--- config.mk ---
export PLATFORM = sky130hd
export DESIGN_NAME = lsu_mem_port
export DESIGN_NICKNAME = d
export VERILOG_FILES = /design/src/rtl/lsu_pkg.sv /design/src/rtl/lsu_mem_port_lane_align.sv /design/src/rtl/lsu_mem_port.sv
export SDC_FILE = /design/constraint.sdc
export NUM_CORES = 1
export LEC_CHECK = 0
export BUFFER_PORTS_ARGS = -buffer_cell sky130_fd_sc_hd__buf_2
export CAP_MARGIN = 20
export CORE_AREA = 5 5 128 130
export CTS_CLUSTER_DIAMETER = 80
export DETAILED_ROUTE_END_ITERATION = 8
export DIE_AREA = 0 0 133 135
export PLACE_DENSITY = 0.82
export SKIP_CTS_REPAIR_TIMING = 1
export SLEW_MARGIN = 20
export SYNTH_ARGS = -nofsm -noshare
export SYNTH_HDL_FRONTEND = slang
export SYNTH_SLANG_ARGS = --single-unit
--- constraint.sdc ---
create_clock -name clk -period 2.4 [get_ports clk]
set_input_delay 0.12 -clock clk [delete_from_list [all_inputs] [get_ports clk]]
set_output_delay 0.12 -clock clk [all_outputs]
set_load 0.01 [all_outputs]
--- src/rtl/lsu_pkg.sv ---
// Shared constants, state encoding and decode helpers for the lsu_mem_port load/store unit.
package lsu_pkg;

  localparam logic [6:0] OP_LOAD  = 7'd3;
  localparam logic [6:0] OP_STORE = 7'd35;

  localparam logic [2:0] F3_B  = 3'd0;
  localparam logic [2:0] F3_H  = 3'd1;
  localparam logic [2:0] F3_W  = 3'd2;
  localparam logic [2:0] F3_BU = 3'd4;
  localparam logic [2:0] F3_HU = 3'd5;

  typedef enum logic [1:0] {
    IDLE = 2'd0,
    REQ  = 2'd1,
    DONE = 2'd2
  } lsu_state_t;

  localparam logic [1:0] ST_IDLE = 2'd0;
  localparam logic [1:0] ST_REQ  = 2'd1;
  localparam logic [1:0] ST_DONE = 2'd2;

  // Loads reject 3/6/7; stores only accept B/H/W.
  function automatic logic f3_legal(input logic is_load, input logic [2:0] f3);
    if (is_load) return (f3 != 3'd3) && (f3 != 3'd6) && (f3 != 3'd7);
    else         return (f3 <= 3'd2);
  endfunction

  function automatic logic is_misaligned(input logic [2:0] f3, input logic [1:0] off);
    return ((f3[1:0] == 2'b01) && off[0]) || ((f3[1:0] == 2'b10) && (off != 2'b00));
  endfunction

endpackage

--- src/rtl/lsu_mem_port_lane_align.sv ---
// Combinational lane steering: right-aligns load data and replicates/strobes store data.
module lsu_lane_align
  import lsu_pkg::*;
(
  input  logic [2:0]  i_funct3,
  input  logic [1:0]  i_off,
  input  logic [31:0] i_store_data,
  input  logic [31:0] i_rdata,
  output logic [31:0] o_load_data,
  output logic [31:0] o_wdata,
  output logic [3:0]  o_wstrb
);

  logic [7:0]  w_byte;
  logic [15:0] w_half;

  always_comb begin
    case (i_off)
      2'd0:    w_byte = i_rdata[7:0];
      2'd1:    w_byte = i_rdata[15:8];
      2'd2:    w_byte = i_rdata[23:16];
      default: w_byte = i_rdata[31:24];
    endcase
    w_half = i_off[1] ? i_rdata[31:16] : i_rdata[15:0];
  end

  // funct3[1:0] alone picks the width; the unsigned bit only matters to the register file.
  always_comb begin
    o_load_data = i_rdata;
    o_wdata     = i_store_data;
    o_wstrb     = 4'b1111;
    case (i_funct3[1:0])
      2'b00: begin
        o_load_data = {24'b0, w_byte};
        o_wdata     = {4{i_store_data[7:0]}};
        o_wstrb     = 4'b0001 << i_off;
      end
      2'b01: begin
        o_load_data = {16'b0, w_half};
        o_wdata     = {2{i_store_data[15:0]}};
        o_wstrb     = i_off[1] ? 4'b1100 : 4'b0011;
      end
      default: begin
        o_load_data = i_rdata;
        o_wdata     = i_store_data;
        o_wstrb     = 4'b1111;
      end
    endcase
  end

endmodule

--- src/rtl/lsu_mem_port.sv ---
// Load/store unit: one req/ack bus transaction per load/store instruction.
// Optional LSU_MISALIGN_TRAP_EN faults misaligned half/word accesses instead of aligning them.
module lsu_mem_port
  import lsu_pkg::*;
#(
  parameter int ADDR_W      = 32,
  parameter int TIMEOUT_CYC = 255
) (
  input  logic              clk,
  input  logic              resetn,
  input  logic              start,
  input  logic [6:0]        opcode,
  input  logic [2:0]        funct3,
  input  logic [31:0]       base,
  input  logic [11:0]       imm12,
  input  logic [31:0]       store_data,
  output logic              busy,
  output logic              load_flag,
  output logic              done,
  output logic              fault,
  output logic [31:0]       reg_load,
  output logic              mem_req,
  output logic              mem_we,
  output logic [ADDR_W-1:0] mem_addr,
  output logic [31:0]       mem_wdata,
  output logic [3:0]        mem_wstrb,
  input  logic              mem_ack,
  input  logic [31:0]       mem_rdata,
  output lsu_state_t        o_dbg_state
);

  localparam int CNT_W = (TIMEOUT_CYC < 2) ? 1 : $clog2(TIMEOUT_CYC + 1);

  // Handshake: mem_req rises one edge after an accepted start and stays high, with
  // address/we/wdata/wstrb stable, until a cycle where mem_ack=1 or the timeout expires.

  logic [1:0]        r_state;
  logic [CNT_W-1:0]  r_cnt;
  logic              r_is_load;
  logic              r_fault;
  logic [2:0]        r_f3;
  logic [1:0]        r_off;
  logic [31:0]       r_reg_load;
  logic              r_mem_we;
  logic [ADDR_W-1:0] r_mem_addr;
  logic [31:0]       r_mem_wdata;
  logic [3:0]        r_mem_wstrb;

  logic        w_is_load;
  logic        w_is_store;
  logic [31:0] w_ea;
  logic [1:0]  w_off;
  logic        w_misalign;
  logic        w_bad;
  logic [2:0]  w_al_f3;
  logic [1:0]  w_al_off;
  logic [31:0] w_al_load;
  logic [31:0] w_al_wdata;
  logic [3:0]  w_al_wstrb;

  assign w_is_load  = (opcode == OP_LOAD);
  assign w_is_store = (opcode == OP_STORE);
  assign w_ea       = base + {{20{imm12[11]}}, imm12};
  assign w_off      = w_ea[1:0];

`ifdef LSU_MISALIGN_TRAP_EN
  assign w_misalign = is_misaligned(funct3, w_off);
`else
  assign w_misalign = 1'b0;
`endif

  assign w_bad = !f3_legal(w_is_load, funct3) || w_misalign;

  // The aligner sees the incoming instruction in IDLE and the captured one afterwards.
  assign w_al_f3  = (r_state == ST_IDLE) ? funct3 : r_f3;
  assign w_al_off = (r_state == ST_IDLE) ? w_off  : r_off;

  lsu_lane_align u_align (
    .i_funct3     (w_al_f3),
    .i_off        (w_al_off),
    .i_store_data (store_data),
    .i_rdata      (mem_rdata),
    .o_load_data  (w_al_load),
    .o_wdata      (w_al_wdata),
    .o_wstrb      (w_al_wstrb)
  );

  always_ff @(posedge clk) begin
    if (!resetn) begin
      r_state     <= ST_IDLE;
      r_cnt       <= '0;
      r_is_load   <= 1'b0;
      r_fault     <= 1'b0;
      r_f3        <= 3'd0;
      r_off       <= 2'd0;
      r_reg_load  <= 32'd0;
      r_mem_we    <= 1'b0;
      r_mem_addr  <= '0;
      r_mem_wdata <= 32'd0;
      r_mem_wstrb <= 4'd0;
    end else begin
      case (r_state)
        ST_IDLE: begin
          r_cnt <= '0;
          if (start && (w_is_load || w_is_store)) begin
            r_is_load <= w_is_load;
            r_f3      <= funct3;
            r_off     <= w_off;
            if (w_bad) begin
              r_fault <= 1'b1;
              r_state <= ST_DONE;
            end else begin
              r_fault     <= 1'b0;
              r_mem_addr  <= {w_ea[ADDR_W-1:2], 2'b00};
              r_mem_we    <= w_is_store;
              r_mem_wdata <= w_is_store ? w_al_wdata : 32'd0;
              r_mem_wstrb <= w_is_store ? w_al_wstrb : 4'd0;
              r_state     <= ST_REQ;
            end
          end
        end
        ST_REQ: begin
          if (mem_ack) begin
            if (r_is_load) r_reg_load <= w_al_load;
            r_state <= ST_DONE;
          end else if (r_cnt == CNT_W'(TIMEOUT_CYC - 1)) begin
            r_fault <= 1'b1;
            r_state <= ST_DONE;
          end else begin
            r_cnt <= r_cnt + 1'b1;
          end
        end
        ST_DONE: r_state <= ST_IDLE;
        default: r_state <= ST_IDLE;
      endcase
    end
  end

  assign busy        = (r_state != ST_IDLE);
  assign mem_req     = (r_state == ST_REQ);
  assign done        = (r_state == ST_DONE);
  assign fault       = done && r_fault;
  assign load_flag   = done && r_is_load && !r_fault;
  assign reg_load    = r_reg_load;
  assign mem_we      = r_mem_we;
  assign mem_addr    = r_mem_addr;
  assign mem_wdata   = r_mem_wdata;
  assign mem_wstrb   = r_mem_wstrb;
  assign o_dbg_state = lsu_state_t'(r_state);

endmodule

==> flow_summary.ini, run 1 <==
[outcome]
outcome = complete, but fails checks
violations = negative hold slack

[drt]
vias_per_cell = 5.66
drt_iter0_drc = 487
dr.pass1.iters = 5
drc = 0
vias = 7209
finalWirelength_um = 21600
postRouteAntennaNets = 0
drt-wirelength-per-cell_um = 17.0

[placed_design]
gp_congestion = 0.904
dp_hpwl_um = 16300
place_area_sq_um = 8240
place_ws_ns = -0.173
numPortBuffers = 227

[timing]
post-route-min-period_ns = 2.17
max_freq_mhz = 462
postLayoutSetupSlackWorst_ns = 0.234
setup_violations = 0
worst_slew_pin_slew_ns = 0.644
drv_slew = 0
holdWs_ns = -0.0141
rsz0062_at_grt = no
slew_headroom = 0.566
final.period_utilization = 0.902
fin_skew_ns = 0.0154
hold_viol = 4

[die]
ios = 230
coreArea_sq_um = 15000
die-area_sq_um = 18000
initial_core_util = 0.449
die_h_um = 135
rows = 45
die_x_um = 133

[layout]
design_area_sq_um = 8920
drive_gt1_frac = 0.310
final_cell_mix = buf_2 (227), dfxtp_1 (115), a21oi_1 (98), nor2_1 (97), nand2_1 (92)
multiInputGateArea_sq_um = 4160
diodes = 0
num-fill-cells = 1326
areaGrowthSynthToFinish_pct = 32.1
fin_nets = 1229
register_area_sq_um = 2300
layout_commonest_cell = buf_2

[synth]
async_flop_share = 0
ys_ff_latch = 115
synth_ff_type = dfxtp_1
synth.avg_cell_area_sq_um = 8.21
ys.warnings.count = 0
syn_area_sq_um = 6750
syn-instance-count = 822
synthDistinctLibCells = 78
seq_area_frac_synth = 0.341
synth_edf_count = 0

[global_routing]
grt_first_pass_wirelength_um = 33500
grt_max_degree = 75
globalRouteOverflowTotal = 0
grt_pass1_vias = 6843
grtUsageTotal = 0.226
antenna_found_initial = 0

[worst_setup_path]
required_ns = 2.73
path_buf_inv = 2
max_stage_delay_ns = 0.49
endpoint_kind = flop
worstSetupPathType = flop to flop
crit_arrival_ns = 2.50
start_kind = flop
critPathTopFamily = simple AND/OR/NAND/NOR gates
crit_chain = nor2_4, inv_2, nor3_1, a31oi_2, buf_4, nor3_2, a222oi_1, nor2_1
path_max_fanout = 9
slowest_stage = nor3_2

[power_and_ir_drop]
vdd_drop_max_v = 0.000458
power_mw = 5.40
total_leakage_power_nw = 4.06
power_density_nw_per_um2 = 605

[clock_network]
cts_tree = yes
clkTransAtPathRegs_ns = 0.06
htreeDepth = 4
worst_skew_pair.late_latency_ns = 0.41
cts_buffers = 17
cts_root_buffer = clkbuf_16
clockBufferDepth = 2
cts.sink_count = 115

[worst_hold_path]
hold_class = input pin to flop

[run]
maxCapViolations = 0
worst register-to-register path: cells and delay by family (launching register included):
kind	cells	cell delay, ns
flops	1	0.41
buf+inv	2	0.32
simple gates	4	1.13
compound gates	2	0.24
registers in the layout (all words and copies together), names as in the netlist:
signal	cells
o_dbg_state	2
r_is_load	1
r_off	2
r_cnt	8
mem_wdata	32
mem_addr	30
mem_we	1
r_fault	1
r_f3	2
mem_wstrb	4
reg_load	32
synthesized netlist by cell type, types with 3 or more instances:
master     number  area share
a222oi_1        8       0.012
a21oi_1        98       0.073
inv_1          13      0.0072
a31oi_1         9      0.0083
a211o_1         3      0.0039
buf_2          11      0.0082
nor3_1         16       0.012
o21bai_1        3      0.0033
ha_1           33       0.061
o21ai_0        17       0.013
dfxtp_1       115        0.34
and3_1         11       0.010
nand2_1        92       0.051
a21o_1         16       0.018
nand3_1        34       0.025
nor2b_1         4      0.0037
mux2i_1        35       0.052
o21ai_1         8      0.0059
xor2_1         10       0.013
a211oi_1       16       0.018
or3_1           4      0.0037
o2111ai_1       3      0.0039
xnor2_1        11       0.014
a221oi_2        8       0.018
nor2_1         97       0.054
buf_4           3      0.0033
o31ai_1         3      0.0033
o211ai_1       12       0.013
clkbuf_1       27       0.015
buf_6           4      0.0067
nand4_1        10      0.0093
o21a_1         13       0.014
a22oi_1        12       0.013
and2_1          5      0.0046
through the flow:
stage,util,TNS (ns),cells
after floorplan,-,0,823
after global placement,0.548,-0.256,1234
after detailed placement,0.548,-0.703,1234
after CTS,0.587,0,1266
after global routing,0.593,0,1274
final,0.593,0,1274
where the power goes:
group | leakage (nW) | internal (mW) | switching, mW
Sequential | 0.926 | 1.91 | 0.00223
Combinational | 2.86 | 0.392 | 0.524
Clock | 0.277 | 1.64 | 0.930
final cells by class:
type / instances / share of cell area
multi-input combinational: 646 / 0.467
timing repair buffer: 278 / 0.175
clock buffer: 20 / 0.0490
inverter: 15 / 0.00646
sequential: 115 / 0.258
tap: 188 / 0.0264
clock inverter: 12 / 0.0175
final timing paths:
kind / slack (ns) / from / cells past startpoint / to
setup reg to reg: 0.23 / o_dbg_state[0]$_SDFFE_PN0P_ / 8 / reg_load[9]$_SDFFE_PN0P_
hold / removal: -0.01 / mem_rdata[8] / 3 / reg_load[8]$_SDFFE_PN0P_
hold reg to reg: 0.45 / mem_addr[17]$_SDFFE_PN0P_ / 2 / mem_addr[17]$_SDFFE_PN0P_
setup / recovery: 0.23 / o_dbg_state[0]$_SDFFE_PN0P_ / 8 / reg_load[9]$_SDFFE_PN0P_
cell families after synthesis:
group                    after synthesis  share of synthesized area
AND/OR/NAND/NOR                      298                      0.204
AO/OA/AOI/OAI                        255                      0.264
flip-flops                           115                      0.341
buffers and inverters                 62                     0.0441
multiplexers                          36                     0.0553
adder cells (fa/ha/maj)               34                     0.0642
XOR/XNOR                              21                     0.0273
other                                  1                   0.000556
layer usage:
metal,part of all wire,track usage
met5,0,0
met4,0.029,0.103
met3,0.075,0.0499
met2,0.47,0.369
met1,0.43,0.285
Note: power is estimated with default switching activity, not from simulation.
==> run 2: changes to the inputs <==
- HOLD_SLACK_MARGIN: unset -> 0.06
- PLACE_DENSITY: 0.82 -> 0.76
==> run 2 against run 1 <==
- the flow now finishes without violations
- sequential share of layout area fell by 0.95 points
- cell count rose by 2.4%
- die area did not move
- largest cell class unchanged
- highest routed layer unchanged
- sequential power barely moved
- power rose by 2.6%
- first-iteration DRC count rose by 5.3%
- via count rose by 2.0%
- clock skew fell by 0.0078 ns
- sequential cell count did not move
==> flow_summary.ini, run 2 (synthesis results as in run 1) <==
[timing]
postLayoutSetupSlackWorst_ns = 0.207
setup_violations = 0
fin_skew_ns = 0.00768
worst_slew_pin_slew_ns = 0.602
rsz0062_at_grt = no
drv_slew = 0
post-route-min-period_ns = 2.19
hold_viol = 0
slew_headroom = 0.590
final.period_utilization = 0.914
max_freq_mhz = 456

[global_routing]
grtUsageTotal = 0.225
antenna_found_initial = 0
globalRouteOverflowTotal = 0
grt_pass1_vias = 6784
grt_first_pass_wirelength_um = 33300
grt_max_degree = 69

[layout]
drive_gt1_frac = 0.303
multiInputGateArea_sq_um = 4160
num-fill-cells = 1288
fin_nets = 1260
layout_commonest_cell = buf_2
diodes = 0
areaGrowthSynthToFinish_pct = 37.2
register_area_sq_um = 2300
final_cell_mix = buf_2 (227), dfxtp_1 (115), a21oi_1 (98), nor2_1 (97), nand2_1 (92)

[clock_network]
htreeDepth = 4
cts.sink_count = 115
cts_buffers = 17
clkTransAtPathRegs_ns = 0.06
worst_skew_pair.late_latency_ns = 0.42
clockBufferDepth = 2
cts_tree = yes
cts_root_buffer = clkbuf_16

[worst_setup_path]
critPathTopFamily = compound AO/OA/AOI/OAI gates
path_buf_inv = 2
crit_top_cell = o2111ai_1
crit_chain = buf_2, ha_1, inv_1, fa_1, and2b_1, o2111ai_1, a211oi_1, o2111ai_1, o21ai_1, o22a_1, o211ai_1
path_max_fanout = 4
worstSetupPathType = input pin to flop
max_stage_delay_ns = 0.41
start_kind = input pin
slowest_stage = a211oi_1
required_ns = 2.70
crit_arrival_ns = 2.49
endpoint_kind = flop

[placed_design]
gp_congestion = 0.868
place_ws_ns = -0.212
numPortBuffers = 227
dp_hpwl_um = 15700

[die]
initial_core_util = 0.449
ios = 230
rows = 45
die-area_sq_um = 18000
die_h_um = 135
coreArea_sq_um = 15000
die_x_um = 133

[power_and_ir_drop]
total_leakage_power_nw = 4.21
vdd_drop_max_v = 0.000484
power_mw = 5.54
power_density_nw_per_um2 = 598

[run]
maxCapViolations = 0

[drt]
vias = 7355
drc = 0
drt-wirelength-per-cell_um = 17.0
dr.pass1.iters = 7
vias_per_cell = 5.64
postRouteAntennaNets = 0
drt_iter0_drc = 513
finalWirelength_um = 22100

[worst_hold_path]
hold_class = input pin to flop

[outcome]
outcome = complete, no violations
[run 2: changes by cell type in the layout (fill, tap and decap cells not counted)]
cell           before  now
a211oi_2            3    2
clkinv_2            3    1
clkinv_4            1    2
clkbuf_8            0    1
buf_12              2    3
clkinvlp_4          4    3
dlygate4sd3_1       8   38
inv_6               2    5
clkbuf_1            3    1
a211oi_1           15   16
[run 2: final timing paths]
check | startpoint | to | slack (ns) | depth (start not counted)
setup / recovery | imm12[0] | mem_addr[24]$_SDFFE_PN0P_ | 0.21 | 11
hold / removal | store_data[0] | mem_wdata[0]$_SDFFE_PN0P_ | 0.02 | 3
setup reg to reg | o_dbg_state[1]$_SDFFE_PN0P_ | reg_load[3]$_SDFFE_PN0P_ | 0.22 | 6
hold reg to reg | mem_addr[5]$_SDFFE_PN0P_ | mem_addr[5]$_SDFFE_PN0P_ | 0.45 | 2
[run 2: routing by layer]
layer / wire [um] / track usage / up-vias
li1: - / - / 3586
met1: 9420 / 0.288 / 3399
met2: 10600 / 0.367 / 313
met3: 1480 / 0.0559 / 57
met4: 688 / 0.0855 / 0
met5: 0 / 0 / -
[run 2: through the flow]
step           instances  TNS, ns  instance area (sq um)   util  hold WS (ns)
2_1_floorplan        823        0                   6750      -         0.216
3_3_place_gp        1235   -0.290                   8260  0.549         0.375
3_5_place_dp        1235   -0.803                   8260  0.549         0.381
4_1_cts             1267        0                   8870  0.590       -0.0570
5_1_grt             1305        0                   9260  0.616        0.0641
6_report            1305        0                   9260  0.616        0.0188
[run 2: cell type report]
type / count / area share
well taps: 188 / 0.0254
inverters: 15 / 0.00622
multi-input cells: 646 / 0.449
clock buffers: 19 / 0.0479
repair buffers: 309 / 0.204
flip-flops and latches: 115 / 0.249
clock inverters: 13 / 0.0188
[run 2: worst register-to-register path: stages, from the launching register on]
cell and delay, ns:
dfxtp_1 0.39, nor2_4 0.18, buf_4 0.18, mux2i_4 0.56, a21oi_4 0.25, a221oi_2 0.34
a211oi_1 0.13
[run 2: power breakdown]
part,leakage [nW],switching [mW],internal (mW)
combinational,2.99,0.528,0.434
clock,0.292,0.982,1.68
sequential,0.926,0.00199,1.91
